[src/rtl/bt_uart_pkg.sv]
// Shared types and helpers for the Bluetooth UART transmit path.
// Pure declarations: no logic, no latency, no flow control.
package bt_uart_pkg;

    typedef enum logic [0:0] {
        IDLE = 1'b0,
        LOCK = 1'b1
    } arb_state_e;

    localparam int BT_DATA_W = 8;

    // Index of the highest set bit; callers pass a one-hot (or zero) vector.
    function automatic int unsigned onehot2idx(input logic [7:0] oh);
        onehot2idx = 0;
        for (int i = 0; i < 8; i++) begin
            if (oh[i]) onehot2idx = unsigned'(i);
        end
    endfunction

endpackage

[src/rtl/bt_uart_rr_pick.sv]
// Combinational round-robin picker: first set req bit after 'last', wrapping.
// Zero latency; no flow control of its own.
module rr_pick #(
    parameter int NUM_REQ = 4,
    parameter int IDX_W   = $clog2(NUM_REQ)
) (
    input  logic [NUM_REQ-1:0] req,
    input  logic [IDX_W-1:0]   last,
    output logic               valid,
    output logic [IDX_W-1:0]   idx
);

    always_comb begin
        int            cand;
        logic [IDX_W-1:0] ci;
        cand  = 0;
        ci    = '0;
        valid = 1'b0;
        idx   = '0;
        // Walk from farthest to nearest so the nearest hit is the one that sticks.
        for (int k = NUM_REQ; k >= 1; k--) begin
            cand = (int'(last) + k) % NUM_REQ;
            ci   = IDX_W'(cand);
            if (req[ci]) begin
                valid = 1'b1;
                idx   = ci;
            end
        end
    end

endmodule

[src/rtl/bt_uart_tx_arbiter.sv]
// Packet-atomic round-robin arbiter feeding the BT UART TX core; 1-cycle grant bubble, then
// combinational passthrough with tx_ready steering the owner's ready. Stall release via BT_ARB_TIMEOUT_EN.
module bt_uart_tx_arbiter
    import bt_uart_pkg::*;
#(
    parameter int NUM_REQ        = 4,
    parameter int DATA_W         = BT_DATA_W,
    parameter int TIMEOUT_CYCLES = 50000
) (
    input  logic                        clk,
    input  logic                        reset,
    input  logic [NUM_REQ-1:0]          req_valid,
    input  logic [NUM_REQ*DATA_W-1:0]   req_data,
    input  logic [NUM_REQ-1:0]          req_last,
    output logic [NUM_REQ-1:0]          req_ready,
    output logic                        tx_valid,
    output logic [DATA_W-1:0]           tx_data,
    input  logic                        tx_ready,
    output logic [NUM_REQ-1:0]          grant,
    output logic                        busy,
    output logic                        timeout
);

    localparam int IDX_W = $clog2(NUM_REQ);
    localparam logic [0:0] ST_IDLE = IDLE;
    localparam logic [0:0] ST_LOCK = LOCK;

    if (NUM_REQ < 2 || NUM_REQ > 8 || TIMEOUT_CYCLES < 2) begin : g_param_chk
        $error("bt_uart_tx_arbiter: parameter out of range");
    end

    logic [0:0]         state_q;
    logic [NUM_REQ-1:0] grant_q;
    logic [IDX_W-1:0]   last_q;
    logic [IDX_W-1:0]   g;
    logic               lock;
    logic               hs;
    logic               last_hs;
    logic               force_rel;
    logic               pick_vld;
    logic [IDX_W-1:0]   pick_idx;

    rr_pick #(
        .NUM_REQ (NUM_REQ),
        .IDX_W   (IDX_W)
    ) u_pick (
        .req   (req_valid),
        .last  (last_q),
        .valid (pick_vld),
        .idx   (pick_idx)
    );

    always_comb begin
        lock      = (state_q == ST_LOCK);
        g         = IDX_W'(onehot2idx(8'(grant_q)));
        tx_valid  = lock & req_valid[g];
        tx_data   = req_data[g*DATA_W +: DATA_W];
        req_ready = lock ? (grant_q & {NUM_REQ{tx_ready}}) : '0;
        hs        = tx_valid & tx_ready;
        last_hs   = hs & req_last[g];
    end

`ifdef BT_ARB_TIMEOUT_EN
    localparam int CNT_W = $clog2(TIMEOUT_CYCLES);

    logic [CNT_W-1:0] stall_cnt_q;
    logic             timeout_q;

    assign force_rel = lock & ~hs & (stall_cnt_q == CNT_W'(TIMEOUT_CYCLES - 1));
    assign timeout   = timeout_q;

    // Counter sits at zero while idle, so it is already clear on entry to LOCK.
    always_ff @(posedge clk) begin
        if (reset) begin
            stall_cnt_q <= '0;
            timeout_q   <= 1'b0;
        end else begin
            timeout_q <= force_rel;
            if (!lock || hs || force_rel) stall_cnt_q <= '0;
            else                          stall_cnt_q <= stall_cnt_q + 1'b1;
        end
    end
`else
    assign force_rel = 1'b0;
    assign timeout   = 1'b0;
`endif

    always_ff @(posedge clk) begin
        if (reset) begin
            state_q <= ST_IDLE;
            grant_q <= '0;
            last_q  <= IDX_W'(NUM_REQ - 1);
        end else begin
            case (state_q)
                ST_IDLE: begin
                    if (pick_vld) begin
                        state_q <= ST_LOCK;
                        grant_q <= NUM_REQ'(1) << pick_idx;
                    end
                end
                default: begin
                    if (last_hs || force_rel) begin
                        state_q <= ST_IDLE;
                        grant_q <= '0;
                        last_q  <= g;
                    end
                end
            endcase
        end
    end

    assign grant = grant_q;
    assign busy  = (state_q == ST_LOCK);

endmodule

[config.mk]
export PLATFORM = sky130hd
export DESIGN_NAME = bt_uart_tx_arbiter
export DESIGN_NICKNAME = d
export VERILOG_FILES = /design/src/rtl/bt_uart_pkg.sv /design/src/rtl/bt_uart_rr_pick.sv /design/src/rtl/bt_uart_tx_arbiter.sv
export SDC_FILE = /design/constraint.sdc
export NUM_CORES = 1
export LEC_CHECK = 0
export BUFFER_PORTS_ARGS = -buffer_cell sky130_fd_sc_hd__buf_2
export CAP_MARGIN = 20
export CORE_MARGIN = 1
export CORE_UTILIZATION = 37
export CTS_CLUSTER_DIAMETER = 100
export DETAILED_ROUTE_END_ITERATION = 10
export GPL_ROUTABILITY_DRIVEN = 0
export PLACE_DENSITY_LB_ADDON = 0.05
export RECOVER_POWER = 25
export SYNTH_ARGS = -nofsm -noshare
export SYNTH_HDL_FRONTEND = slang
export SYNTH_SLANG_ARGS = --single-unit
export TNS_END_PERCENT = 20
[constraint.sdc]
create_clock -name clk -period 1.8 [get_ports clk]
set_input_delay 0.18 -clock clk [delete_from_list [all_inputs] [get_ports clk]]
set_output_delay 0.18 -clock clk [all_outputs]
set_load 0.03 [all_outputs]
==> results list, run 1 <==
- Post-route fraction of the period consumed by the critical path: 101%
- With fillers left out, the area of the finished cells amounts to 1140 µm².
- The number of clock buffers added by TritonCTS is 3.
- Final period demand of the worst path: 1.83 ns
* Count of warnings emitted by yosys: 0
- Total of flip-flops plus latches after synthesis: 7
* Fraction of final layout cells with drive strength greater than 1: 42.9%
* CTS hold repair buffers: 0
- Data required, critical path: 1.62 ns
- Share of the synthesized area in the top cell type: 19.5%
* Via density per instance: 5.02
* Net count of the mapped netlist: 145
* Top_reg_cell synth: dfxtp_1
- After clock tree synthesis, the clock-pin slew on the worst setup and hold paths is 0.06 ns.
- After the last flow step, the layout net total stands at 212.
* Violated checks: setup timing
* Transition time of the tightest slew-check pin: 0.580 ns
- In this run the tightest slew margin relative to its limit is 60.9%.
- Worst IR drop on VDD: 0.494 mV
* Sequential cell area fraction in the yosys report: 19.5%
* Std-Cell Core Area: 1780 µm²
- Antenna viol nets, final: 0
* Antenna Diode Count: 0
- Of all nets on the critical path, the largest fanout is 2.
- The count of final max-slew check failures was 0.
* Critical path type: flop to output pin
* Hold crit path type: input pin to flop
- Post-Route Utilization: 63.7%
- Relative to the synthesized area, the layout overhead comes to 57.9%.
- Wire length after detailed routing: 2210 µm
- Post-synthesis instance area: 719 µm²
- Max-capacitance violation count: 0
- Outcome: complete, but fails checks
* Leakage power: 0.536 nW
* CTS root buf: clkbuf_4
- Cells taking the most area after synthesis: dfxtp_1, mux2i_1, nor2_1
- Number of cells produced by synthesis: 102
- The final hold violation count came to 0.
* Setup WS post-layout: -0.0270 ns
* Sum of overflow across all layers after global routing: 0
- Clock latency on the worst-skew pair, taken at its later pin, is 0.27 ns.
- The first global-routing pass estimated 3120 µm of wire.
- Number of enable flip-flop cells after synthesis: 0
* DP HPWL: 1670 µm
- # clock sinks: 7
- Highest Clock Rate: 547 MHz
- The worst setup path is launched from a flop.
- # DRC: 0
* Overall die area: 2120 µm²
- Setup repair after global routing could not meet its margin everywhere.
- Number of placement rows: 15
- Across all layers, the routed design uses 968 vias.
- Summing all placed instances gives a cell area of 1070 µm².
- For this run, the total global-route usage over all layers was measured as 20.9%.
* Wire per inst: 11.4 µm
* Initial core utilization: 40.4%
- Cell type with the highest aggregate area in the netlist: dfxtp_1
- STA puts the critical path data arrival time at 1.65 ns.
- Floorplan die width: 46.1 µm
- Setup violations remaining at the end of the flow were counted as 1.
- For this design the top-level I/O count stands at 62.
- CTS built an H-tree with a depth of 1.
- Number of design-rule violations left by the first detailed-router iteration: 13
* Placement-stage worst setup slack: 0.161 ns
- Initial DRT Pass Iterations: 4
- Bufs on Longest Clock Path: 2
- Port buffering added 60 buffers.
* Count of different cell masters after synthesis: 29
* Fraction of registers with async set/reset: 0%
- Pwr/cell area: 664 nW/µm²
- Die Height: 46.1 µm
- After synthesis, the mean cell area works out to 7.05 µm².
* Antenna violations before repair: 0
- The worst setup path is captured at an output pin.
* Clock Skews: 0.00295 ns
- Clock tree from TritonCTS: done
- Maximum number of pins on one net before global-route repair: 17
- Via count of the first global-routing pass: 760
## final cells by class
cell class	instances	area (µm²)
Inverter	1	3.75
Clock buffer	4	26.3
Tap cell	25	31.3
Fill cell	179	647
Sequential cell	7	144
Timing Repair Buffer	69	382
Multi-Input combinational cell	87	549
## power by group
part | internal, mW | switching [mW]
clock | 0.0855 | 0.0711
sequential | 0.171 | 0.0187
combinational | 0.170 | 0.238
## routing by layer
metal / part of all wire, % / vias to the layer above / global-route usage [%]
li1: - / 509 / -
met1: 46 / 409 / 24.6
met2: 46 / 46 / 33.2
met3: 6.7 / 4 / 6.67
met4: 1.5 / 0 / 11.8
met5: 0 / - / 0
## cell usage in the layout, fill, tap and decap left out, types with 4 or more instances in the layout
cell type / n
clkbuf_1: 5
o21ai_0: 8
a21oi_1: 9
mux2i_1: 10
dfxtp_1: 6
buf_4: 10
nor2_1: 15
o32ai_1: 4
nand2_1: 9
buf_2: 53
## state kept, by name, summed over array words and instances, names as in the netlist
| signal | cells |
|---|---|
| grant | 4 |
| last_q | 2 |
| busy | 1 |
## final timing paths
check / end / depth (start not counted) / slack [ns] / from
setup / recovery: tx_valid / 4 / -0.03 / grant[1]
hold / removal: grant[1] / 2 / 0.27 / reset
setup reg to reg: last_q[1] / 5 / 0.14 / grant[1]
hold reg to reg: grant[0] / 2 / 0.53 / grant[0]
## cells by family (layout without fill, tap and decap cells)
logic type	Yosys count	in the layout	synth area share (%)
other	1	1	0.521
buffers and inverters	8	74	5.04
muxes	12	12	17.6
DFF	7	7	19.5
and+or+nand+nor	41	41	28.3
AOI/OAI and AO/OA	33	33	29.0
## stage by stage
step | std cells | power [mW] | hold WS, ns | TNS [ns]
6_report | 193 | 0.754 | 0.272 | -0.0270
5_1_grt | 193 | 0.804 | 0.273 | -0.0997
4_1_cts | 193 | 0.741 | 0.266 | 0
3_5_place_dp | 187 | 0.572 | 0.503 | 0
3_3_place_gp | 187 | 0.565 | 0.497 | 0
2_1_floorplan | 102 | 0.437 | 0.352 | -1.25
## worst max-delay path: stages (launching register included)
cell and delay (ns):
dfxtp_4 0.35, mux2_4 0.29, a222oi_1 0.36, and2b_1 0.25, buf_6 0.14
## synthesized netlist by cell type, types with 3 or more instances
cell and count:
nor2_1 15, o21ai_0 11, mux2i_1 10, a21oi_1 9, nand2_1 9, dfxtp_1 7
o32ai_1 4, and3_1 3, clkbuf_1 3, nand2b_1 3, nand3b_1 3, nor2b_1 3
## timing repair
item | CTS | global route
pin swaps | 1 | 0
gates resized for setup | 4 | 7
buffers inserted | 2 | 0
endpoints found under the setup margin | 1 | 7
gates cloned | 0 | 0
Power figures use the tool's default switching activity.
==> run 2, diff against run 1 <==
--- a/config.mk
+++ b/config.mk
@@ -7,8 +7,10 @@
 export LEC_CHECK = 0
 export BUFFER_PORTS_ARGS = -buffer_cell sky130_fd_sc_hd__buf_2
 export CAP_MARGIN = 20
+export CELL_PAD_IN_SITES_DETAIL_PLACEMENT = 0
+export CELL_PAD_IN_SITES_GLOBAL_PLACEMENT = 2
 export CORE_MARGIN = 1
-export CORE_UTILIZATION = 37
+export CORE_UTILIZATION = 17
 export CTS_CLUSTER_DIAMETER = 100
 export DETAILED_ROUTE_END_ITERATION = 10
 export GPL_ROUTABILITY_DRIVEN = 0
==> results list, run 2 (synthesized netlist as in run 1, its figures left out) <==
* CTS root buf: clkbuf_8
* Cell Area, Placed: 1090 µm²
* Highest Clock Rate: 562 MHz
- The final critical path takes up 98.9% of the cycle.
- Antenna Diode Count: 0
- The final layout contains 211 nets.
* Maximum single-stage delay on the critical path: 0.36 ns
- Placement-stage worst setup slack: 0.0927 ns
- The floorplan has 23 rows.
- The initial utilization of the core area, before any placement, comes to 17.9%.
- CTS hold repair buffers: 0
- For this block, the via count after detailed routing is 985.
- Post-Route Utilization: 29.0%
* DP HPWL: 2050 µm
- Clock-pin slew was measured on the worst setup and hold paths at 0.04 ns.
- TritonCTS buffer count: 3
- Critical path buffer and inverter count: 1
- Hold WS: 0.331 ns
- Antenna violations before repair: 0
- Leading cell type in the layout, fill and taps excluded: buf_2
* Critical path type: flop to output pin
* Source-to-sink clock delay at the later pin of the worst-skew pair: 0.22 ns
* Internal: 0.490 mW
- Multi-input combinational cell area: 543 µm²
- The via count of the first global-routing pass was 848.
- Transition time of the tightest slew-check pin: 0.573 ns
- The count of buffers added on input and output ports is 60.
* Fraction of final layout cells with drive strength greater than 1: 42.5%
* First-pass GRT wire length: 3920 µm
* Die Height: 67.1 µm
- Antenna viol nets, final: 0
- Synth-to-layout area growth: 62.6%
- Final period demand of the worst path: 1.78 ns
- The analysis attributes to net switching a power of 0.320 mW.
- Entering global routing, the biggest net connects 19 pins.
- Power spread over the standard cell area amounts to 692 nW/µm².
* Overall die area: 4500 µm²
* Number of design-rule violations left by the first detailed-router iteration: 65
* Leakage power: 0.533 nW
* Share of total power consumed by net switching: 39.5%
- Crit-path cells: mux2_4 > a222oi_1 > and2b_1 > buf_6
- Along the worst path, the maximum fanout reaches 3.
* Share of total power in combinational logic: 49.4%
- Total Routing Usage GR: 11.9%
* Relative slew margins: 61.3%
- # DRC: 0
* CP startpoint kind: flop
- For the worst setup path, the data required time is 1.62 ns.
* # clock sinks: 7
- Wire per inst: 11.6 µm
- The largest individual stage delay along the critical path comes from the cell a222oi_1.
- Setup repair after global routing missed its margin: true
- Total power of the final layout: 0.810 mW
* Final slew viol count: 0
- The sequential cells in the finished layout cover a total of 144 µm².
- The tool flagged a number of max-cap violations equal to 0.
- The flow ran to the end, and the final reports show no timing, DRC or antenna violations.
* Clock tree from TritonCTS: done
- Using the TritonRoute via totals, the vias-per-cell ratio works out to 4.54.
* Initial DRT Pass Iterations: 4
- The final hold violation count was 0.
- Broken down by cell family, the worst path's largest delay share belongs to compound AO/OA/AOI/OAI gates.
* Data arrival time of the critical path: 1.60 ns
- Setup slack on the critical path of the routed design comes to 0.0191 ns.
- In this run the standard cell core region covers 4030 µm².
- Of the total power, the clock network draws 26.7%.
- Clock Skews: 0.00394 ns
* Sum of overflow across all layers after global routing: 0
- Number of flip-flops in the largest register: 4
- CTS built an H-tree with a depth of 1.
- The tightest min-delay check is of the input pin to flop type.
- Worst IR drop on VDD: 0.185 mV
- The routed design has 2520 µm of wire.
- The top cell types in the final layout, fill and taps aside, are buf_2, nor2_1, mux2i_1.
* Io pins: 62
- Per report_power, the sequential group accounts for 23.9% of the total.
* Fill cells: 465
- The finished cells cover 1170 µm².
* Final setup viols: 0
- Element type at the critical path end: output pin
- Floorplan die width: 67.1 µm
- In this run the deepest clock path goes through 2 buffers.
## run 2: layout make-up
cell class	count	area share (%)
Inverter	1	0.321
Tap cell	50	5.35
Clock buffer	4	3.85
Multi-Input combinational cell	87	46.4
Sequential cell	7	12.3
Timing Repair Buffer	68	31.8
## run 2: timing repair
action	in CTS	in global routing
endpoints found under the setup margin	1	3
resized for setup	3	5
setup buffers	2	1
pin swaps	1	1
cloned	0	0
## run 2: routing by layer
metal	global-route usage [%]	part of all wire, %	up-vias
met5	0	0	-
met3	4.11	7.5	2
met1	15.2	47	437
li1	-	-	506
met4	3.19	0.44	0
met2	18.5	45	40
## run 2: stage by stage
stage,setup TNS [ns],std cells
6_report,0,217
5_1_grt,-0.0687,217
4_1_cts,0,216
3_5_place_dp,0,210
3_3_place_gp,0,210
2_1_floorplan,-1.25,102
## run 2: power groups by stage
stage	registers, mW	clock network (mW)	logic (mW)
finish	0.194	0.216	0.400
global route	0.197	0.240	0.438
CTS	0.195	0.224	0.390
detailed placement	0.196	0	0.376
global placement	0.196	0	0.379
floorplan	0.214	0	0.223
## run 2: path summary, 6_finish.rpt
kind         startpoint         to  slack, ns  cells past startpoint
min reg2reg    grant[0]   grant[0]       0.53                      2
max reg2reg    grant[1]  last_q[0]       0.10                      7
max            grant[1]   tx_valid       0.02                      4
min               reset   grant[1]       0.33                      2
## run 2: worst reg2reg max path: stages, from the launching register on
cell	delay, ns
dfxtp_4	0.35
mux2_4	0.29
a222oi_1	0.36
buf_4	0.18
buf_6	0.08
nor3_2	0.03
buf_4	0.17
mux2i_1	0.12
==> run 3, diff against run 2 <==
--- a/config.mk
+++ b/config.mk
@@ -16,6 +16,7 @@
 export GPL_ROUTABILITY_DRIVEN = 0
 export PLACE_DENSITY_LB_ADDON = 0.05
 export RECOVER_POWER = 25
+export SETUP_SLACK_MARGIN = 0.15
 export SYNTH_ARGS = -nofsm -noshare
 export SYNTH_HDL_FRONTEND = slang
 export SYNTH_SLANG_ARGS = --single-unit
==> constraint.sdc (replaced) <==
create_clock -name clk -period 1.8 [get_ports clk]
set_input_delay 0.09 -clock clk [delete_from_list [all_inputs] [get_ports clk]]
set_output_delay 0.09 -clock clk [all_outputs]
set_load 0.03 [all_outputs]
==> results list, run 3 (synthesized netlist as in run 1, its figures left out) <==
- The run finished with clean final reports.
* Io pins: 62
* Post-CTS clock slew at the launch and capture registers of the worst setup and hold paths: 0.04 ns
- Once the floorplan was initialized, standard cells occupied 17.9% of the core.
* # clock sinks: 7
* Antenna viol nets, final: 0
* First-pass GRT wire length: 3870 µm
- Synth-to-layout area growth: 64.0%
* Bufs on Longest Clock Path: 2
- The startpoint identified for the worst register-to-register timing path is grant[1].
- In this run the number of H-tree levels came out at 1.
* Leading cell type in the layout, fill and taps excluded: buf_2
* Hold WS: 0.251 ns
- Setup repair after global routing could not meet its margin everywhere.
- CTS hold repair buffers: 0
- The worst setup path is launched from a flop.
* Slowest-stage cell, CP: dfxtp_4
- The post-route netlist has 42.2% of its cells at a drive strength greater than 1.
- Sum of overflow across all layers after global routing: 0
- In this run the tightest slew margin relative to its limit is 56.8%.
- Final slew viol count: 0
- TritonCTS built the clock tree.
- In this run the most critical hold path is launched from reset.
* IO Port Bufs: 60
- Leakage power: 0.529 nW
* Element type at the critical path end: output pin
- After detailed routing, the average wire length per cell comes to 12.0 µm.
- Antenna Diode Count: 0
- For this run, the slowest stage of the critical path takes 0.36 ns.
- In this run, the number of DRC markers left after iteration 0 of detailed routing was 26.
* Data arrival time of the critical path: 1.60 ns
* Worst IR drop on VDD: 0.209 mV
* CTS root buf: clkbuf_8
* Via count of the first global-routing pass: 852
* Post-route fraction of the period consumed by the critical path: 93.7%
* Crit-path cells: mux2_4 > a222oi_1 > and2b_1 > buf_6
- Final hold viol count: 0
* Max-capacitance violation count: 0
- Source-to-sink clock delay at the later pin of the worst-skew pair: 0.22 ns
- At the pin with the least slew margin, the transition time is 0.640 ns.
- Total Nets Final: 210
* # DRC: 0
- Via count: 982
* Hold crit path type: input pin to flop
- Clock Skews: 0.000589 ns
- The floorplan step defined a die boundary enclosing 4500 µm².
- Post-Route Utilization: 29.3%
- Number of flip-flops in the largest register: 4
* Wire length after detailed routing: 2590 µm
* Data required, critical path: 1.71 ns
- Floorplan die width: 67.1 µm
* Final setup viols: 0
- Before antenna repair, the detailed router went through 4 iterations.
- Critical path peak fanout: 4
- Die Height: 67.1 µm
- Via density per instance: 4.55
- The initial antenna violation count is 0.
* Internal: 0.486 mW
- For this run, the top clock speed supported by timing is 593 MHz.
* Share of total power in combinational logic: 49.3%
- Total Routing Usage GR: 11.5%
- Share of total power consumed by net switching: 39.9%
- Post-route insts no fill: 216
- Sequential cells burn 24.1% of the power.
* Placed cell count: 208
* DP HPWL: 2060 µm
- Most frequent cells in the layout: buf_2, nor2_1, mux2i_1
- The floorplan has 23 rows.
* Critical path type: flop to output pin
- Final sum of negative setup slack: 0 ns
* Clock share of power: 26.5%
- Std-Cell Core Area: 4030 µm²
* Maximum number of pins on one net before global-route repair: 21
- Tracing the worst setup path back leads to its startpoint at grant[1].
- For this design the total switching power over the nets is 0.323 mW.
- Pwr/cell area: 686 nW/µm²
- Counting I/O delays and the setup requirement, the final critical path takes 1.69 ns.
- TritonCTS buffer count: 3
run 3: cell types whose count changed in the layout (fill, tap and decap cells not counted):
cell and delta:
o21ai_0 -6, o21ai_1 +5, buf_6 -2, clkbuf_1 +2, buf_12 +1, buf_2 -1, buf_4 -1, nor3_2 -1
nor3_4 +1, o21ai_2 +1, o32ai_1 -1, o32ai_2 +1
run 3: area by class of cell:
type	instances	area (µm²)
sequential	7	144
multi-input combinational	87	561
fill	452	2850
clock buffer	4	45.0
timing repair buffer	67	364
inverter	1	3.75
tap	50	62.6
run 3: worst paths after layout:
check,slack (ns),endpoint,cells past startpoint
hold / removal,0.25,busy,2
setup / recovery,0.11,tx_valid,4
hold reg to reg,0.53,grant[0],2
setup reg to reg,0.19,last_q[0],6
run 3: timing repair:
item	CTS	global route
gates cloned	0	0
pin swaps	1	3
buffers inserted	1	3
setup endpoints to repair	1	10
hold endpoints to repair	0	0
resized for setup	2	4
run 3: power by group through the flow:
| stage | clock, mW | sequential (mW) | combinational, mW |
|---|---|---|---|
| final | 0.215 | 0.195 | 0.399 |
| after global routing | 0.231 | 0.199 | 0.437 |
| after CTS | 0.222 | 0.198 | 0.386 |
| after detailed placement | 0 | 0.201 | 0.375 |
| after global placement | 0 | 0.200 | 0.377 |
| after floorplan | 0 | 0.214 | 0.229 |
run 3: metal layers:
layer / track usage, % / up-vias / wire, µm
met2: 19.4 / 41 / 1230
met3: 3.08 / 2 / 193
met5: 0 / - / 0
met1: 14.3 / 435 / 1150
li1: - / 504 / -
met4: 2.39 / 0 / 8
run 3: worst max-delay path, delay by kind of cell, from the launching register on:
| kind | cells | cell delay (ns) |
|---|---|---|
| AO/OA/AOI/OAI | 1 | 0.35 |
| buffers and inverters | 1 | 0.13 |
| multiplexers | 1 | 0.29 |
| AND/OR/NAND/NOR | 1 | 0.24 |
| flip-flops | 1 | 0.36 |
run 3: through the flow:
stage,instance area [µm²],setup WS [ns],power (mW)
after global placement,1080,0.233,0.578
after detailed placement,1080,0.206,0.576
after floorplan,724,0.134,0.443
after global routing,1180,0.0686,0.868
final,1180,0.113,0.809
after CTS,1140,0.0979,0.806
